$ cat config.mk
export PLATFORM = sky130hd
export DESIGN_NAME = imem_loader
export DESIGN_NICKNAME = d
export VERILOG_FILES = /design/src/rtl/imem_pkg.sv /design/src/rtl/imem_loader_byte_word_packer.sv /design/src/rtl/imem_loader.sv
export SDC_FILE = /design/constraint.sdc
export NUM_CORES = 1
export LEC_CHECK = 0
export CAP_MARGIN = 10
export CORE_MARGIN = 4
export CORE_UTILIZATION = 47
export CTS_CLUSTER_SIZE = 40
export DETAILED_ROUTE_END_ITERATION = 10
export HOLD_SLACK_MARGIN = 0.06
export PLACE_DENSITY_LB_ADDON = 0.25
export SETUP_SLACK_MARGIN = 0.1
export SYNTH_ARGS = -nofsm -noshare
export SYNTH_HDL_FRONTEND = slang
export SYNTH_SLANG_ARGS = --single-unit
$ cat constraint.sdc
create_clock -name clk -period 2.25 [get_ports clk]
set_input_delay 0.45 -clock clk [delete_from_list [all_inputs] [get_ports clk]]
set_output_delay 0.45 -clock clk [all_outputs]
set_load 0.02 [all_outputs]
$ cat src/rtl/imem_pkg.sv
// Shared constants and FSM encoding for the instruction-memory loader.
// The optional checksum state is used only when IMEM_LOADER_CKSUM_EN is defined.
package imem_pkg;

  localparam int DATA_WIDTH = 32;
  localparam int ADDR_WIDTH = 6;
  localparam int IMEM_SIZE  = 64;

  localparam logic [2:0] ST_IDLE  = 3'd0;
  localparam logic [2:0] ST_RECV  = 3'd1;
  localparam logic [2:0] ST_WRITE = 3'd2;
  localparam logic [2:0] ST_DONE  = 3'd3;
  localparam logic [2:0] ST_CKSUM = 3'd4;

  // A load length is legal when it is 1..IMEM_SIZE words.
  function automatic logic len_ok(input logic [ADDR_WIDTH:0] n);
    return (n != '0) && (n <= (ADDR_WIDTH + 1)'(IMEM_SIZE));
  endfunction

endpackage

$ cat src/rtl/imem_loader_byte_word_packer.sv
// Big-endian byte-to-word assembler: 4-byte shift register plus byte counter.
// o_word_ready flags the handshake that delivers the 4th byte of a word.
module byte_word_packer
  import imem_pkg::*;
(
  input  logic                  clk,
  input  logic                  rst,
  input  logic                  i_shift_en,
  input  logic [7:0]            i_byte,
  output logic [DATA_WIDTH-1:0] o_word,
  output logic                  o_word_ready
);

  logic [1:0]            r_cnt;
  logic [DATA_WIDTH-1:0] r_word;

  always_ff @(posedge clk) begin
    if (rst) begin
      r_cnt  <= 2'd0;
      r_word <= '0;
    end else if (i_shift_en) begin
      r_word <= {r_word[DATA_WIDTH-9:0], i_byte};
      r_cnt  <= r_cnt + 2'd1;
    end
  end

  assign o_word       = r_word;
  assign o_word_ready = i_shift_en && (r_cnt == 2'd3);

endmodule

$ cat src/rtl/imem_loader.sv
// Byte-stream program loader driving the IMem write port and holding the core.
// Define IMEM_LOADER_CKSUM_EN to require a trailing modulo-256 checksum byte.
module imem_loader
  import imem_pkg::*;
(
  input  logic                  clk,
  input  logic                  rst,
  input  logic                  start,
  input  logic [ADDR_WIDTH:0]   num_words,
  input  logic [7:0]            byte_in,
  input  logic                  byte_valid,
  output logic                  byte_ready,
  output logic                  imem_we,
  output logic [ADDR_WIDTH-1:0] imem_wa,
  output logic [DATA_WIDTH-1:0] imem_wd,
  output logic                  busy,
  output logic                  cpu_hold,
  output logic                  done,
  output logic                  err
);

  logic [2:0]            r_state;
  logic [ADDR_WIDTH:0]   r_num;
  logic [ADDR_WIDTH-1:0] r_wcnt;
  logic [ADDR_WIDTH-1:0] r_wa;
  logic [DATA_WIDTH-1:0] r_wd;
  logic                  r_err;
`ifdef IMEM_LOADER_CKSUM_EN
  logic [7:0]            r_sum;
`endif

  logic                  w_accept;
  logic                  w_shift;
  logic                  w_word_ready;
  logic                  w_last;
  logic [DATA_WIDTH-1:0] w_word;

  assign w_accept = byte_valid && byte_ready;
  assign w_shift  = w_accept && (r_state == ST_RECV);
  assign w_last   = ({1'b0, r_wcnt} == (r_num - (ADDR_WIDTH + 1)'(1)));

  byte_word_packer u_packer (
    .clk          (clk),
    .rst          (rst),
    .i_shift_en   (w_shift),
    .i_byte       (byte_in),
    .o_word       (w_word),
    .o_word_ready (w_word_ready)
  );

  always_ff @(posedge clk) begin
    if (rst) begin
      r_state <= ST_IDLE;
      r_num   <= '0;
      r_wcnt  <= '0;
      r_wa    <= '0;
      r_wd    <= '0;
      r_err   <= 1'b0;
`ifdef IMEM_LOADER_CKSUM_EN
      r_sum   <= 8'd0;
`endif
    end else begin
      case (r_state)
        ST_IDLE: begin
          if (start) begin
            if (len_ok(num_words)) begin
              r_num   <= num_words;
              r_wcnt  <= '0;
              r_err   <= 1'b0;
              r_state <= ST_RECV;
`ifdef IMEM_LOADER_CKSUM_EN
              r_sum   <= 8'd0;
`endif
            end else begin
              r_err   <= 1'b1;
              r_state <= ST_DONE;
            end
          end
        end
        ST_RECV: begin
`ifdef IMEM_LOADER_CKSUM_EN
          if (w_accept) r_sum <= r_sum + byte_in;
`endif
          if (w_word_ready) r_state <= ST_WRITE;
        end
        ST_WRITE: begin
          // Keep the written address/data visible after the pulse ends.
          r_wa <= r_wcnt;
          r_wd <= w_word;
          if (w_last) begin
`ifdef IMEM_LOADER_CKSUM_EN
            r_state <= ST_CKSUM;
`else
            r_state <= ST_DONE;
`endif
          end else begin
            r_wcnt  <= r_wcnt + 1'b1;
            r_state <= ST_RECV;
          end
        end
`ifdef IMEM_LOADER_CKSUM_EN
        ST_CKSUM: begin
          if (w_accept) begin
            if (8'(r_sum + byte_in) != 8'd0) r_err <= 1'b1;
            r_state <= ST_DONE;
          end
        end
`endif
        ST_DONE: r_state <= ST_IDLE;
        default: r_state <= ST_IDLE;
      endcase
    end
  end

`ifdef IMEM_LOADER_CKSUM_EN
  assign byte_ready = (r_state == ST_RECV) || (r_state == ST_CKSUM);
`else
  assign byte_ready = (r_state == ST_RECV);
`endif

  assign imem_we  = (r_state == ST_WRITE);
  assign imem_wa  = imem_we ? r_wcnt : r_wa;
  assign imem_wd  = imem_we ? w_word : r_wd;
  assign busy     = (r_state != ST_IDLE);
  assign cpu_hold = busy;
  assign done     = (r_state == ST_DONE);
  assign err      = r_err;

endmodule

==> metrics.txt <==
status=completed; commonest non-fill, non-tap cell in the layout=nand2_1; Initial Utilization=49.1%; WL final=8400 um; CP max FO=13; Finish-stage setup viols=0; unrepaired setup endpoints after global routing=true; Synth cell types=35; Worst setup EP type=register; TritonCTS clock tree=done; Area Growth Syn to Fin=25.5%; vias in the first global route=3058; PD cells=664 nW/um2; Slew @ Worst Pin=0.902 ns; yosys warns=0; hold path startpoint=u_packer.o_word[28]$_SDFFE_PP0P_; final net count=559; hpwl dp=5780 um; total gr overflow=0; normalized max-slew margin=39.8%; Worst-path clk slew=0.09 ns; Starting DRT DRC Count=226; Clock Sinks=88; routability congestion estimate from global placement=0.821; first-pass GRT wire length=14000 um; clock skew=0.0122 ns; Cells after Synth=473; Crit Reg-Reg Startpoint=r_num[1]$_SDFFE_PP0P_; final hold slack=0.461 ns; gr usage total=19.1%; worst path arrival time=2.39 ns; detailed-route vias per instance=5.02; CTS buffer count=9; leakage=1.96 nW; PortBufs=62; Bufs on Longest Clock Path=2; Syn Nets=495; minimum clock period=2.11 ns; final design utilization=61.6%; worst hold-check path type=reg2reg; Chip Width=95.8 um; R2R setup slack=0.14 ns; ANT cells=0; antenna violations before repair=0; max-slew violations=0; share of layout cells above drive strength 1=13.7%; drt drc=0; row count=31; DR WL/cell=13.1 um; maximum vdd drop=0.000382 V; DR vias=3219; clock root cell=clkbuf_8; critical path required time=2.53 ns; crit path from=r_num[1]$_SDFFE_PP0P_; crit path launch type=register; fmax=0.474 GHz; Final Hold Fails=0; Antenna Nets Post-Route=0; critical path type=reg2reg; area of the mapped netlist=3620 um2; commonest cells after routing, fill and taps aside=nand2_1 (187), dfxtp_1 (88), a21oi_1 (43); Clk Latency, worst-skew pair=0.35 ns; largest net degree at the start of global routing=47; Core Area=7370 um2; CTS Hold Bufs=0; number of synthesized register bits=88; Die H=95.8 um; Die ar.=9170 um2; register area share after synthesis=48.7%; MaxCap Viol Count=0; drt first pass iters=5; # H-tree levels=3; Syn Area/Cell=7.65 um2; fin crit share=93.7%; IO Pins=63
==> power by group <==
part | switching [mW] | internal, mW
combinational | 0.149 | 0.120
clock | 0.587 | 0.561
sequential | 0.0204 | 1.58
total | 0.756 | 2.26
==> what timing repair did <==
item | 4_1_cts | 5_1_grt
resized for setup | 50 | 68
setup buffers | 1 | 1
endpoints found under the setup margin | 47 | 45
pin swaps | 6 | 2
==> metal layers <==
layer,GRT usage (%),share of wire (%)
met1,26.2,48
met2,29.2,45
met3,4.46,5.7
met4,7.23,1.3
met5,0,0
==> worst max-delay path, stage by stage, from the launching register on <==
cell       delay, ns
dfxtp_1         0.41
inv_1           0.07
ha_1            0.30
xnor2_1         0.13
a2111oi_1       0.30
nand4_1         0.14
a211oi_1        0.22
buf_4           0.21
buf_4           0.13
a21oi_1         0.04
nor2_1          0.10
==> registers in the layout, indices dropped and copies added (netlist names) <==
name and count:
r_wd 32, u_packer.o_word 32, r_num 7, r_wa 6, r_wcnt 6, r_state 2, u_packer.r_cnt 2, err 1
==> final timing paths <==
path,end,cells past startpoint
min reg2reg,u_packer.o_word[28]$_SDFFE_PP0P_,2
max,r_state[1]$_SDFFE_PP0P_,10
max reg2reg,r_state[1]$_SDFFE_PP0P_,10
min,u_packer.o_word[28]$_SDFFE_PP0P_,2
==> cell families (layout without fill, tap and decap cells) <==
group / after synthesis / count (layout) / share of synthesized area, %
DFF: 88 / 88 / 48.7
adders and majority gates: 3 / 3 / 1.04
muxes: 7 / 7 / 1.94
and+or+nand+nor: 273 / 273 / 33.5
xor gates and xnor gates: 7 / 7 / 1.69
buffers and inverters: 35 / 104 / 3.73
AOI/OAI and AO/OA: 60 / 60 / 9.40
==> cells in the mapped netlist, drive strengths merged <==
cell type  instances  area share (%)
a2111oi            1            0.24
and4               1            0.24
nand2            187              19
nor2              19             2.0
o32a               1            0.28
xor2               2            0.48
or3                6             1.0
dfxtp             88              49
nor2b              3            0.52
mux2i              7             1.9
xnor2              5             1.2
nand4              3            0.52
nor3               2            0.41
nor4               1            0.35
nor4b              2            0.48
nand3              2            0.28
inv                7            0.73
and2              41             7.1
or2                1            0.17
o311ai             1            0.24
clkbuf            27             2.8
nor3b              1            0.21
o22a               1            0.24
ha                 3             1.0
o31ai              1            0.59
o31a               1            0.24
buf                1            0.21
nand3b             1            0.21
o21ai              9             1.2
nand2b             2            0.35
or4                1            0.31
a211oi             1            0.21
a21oi             43             5.9
a31oi              1            0.17
==> through the flow <==
step / TNS, ns / power (mW) / setup slack [ns] / cells / cell area [um2]
2_1_floorplan: 0 / 1.78 / 0.0848 / 473 / 3630
3_3_place_gp: -3.86 / 1.90 / -0.425 / 623 / 4450
3_5_place_dp: -4.33 / 1.90 / -0.464 / 623 / 4450
4_1_cts: 0 / 3.03 / 0.0776 / 640 / 4630
5_1_grt: -0.00244 / 3.12 / -0.00244 / 641 / 4540
6_report: 0 / 3.01 / 0.141 / 641 / 4540
==> cell type report <==
cell class	count	area, um2
inverter	7	26.3
timing repair buffer	81	668
sequential	88	1760
fill	660	2830
clock inverter	6	76.3
tap	99	124
multi-input combinational	350	1750
clock buffer	10	138
No activity file was read; power rests on OpenSTA's default activity.
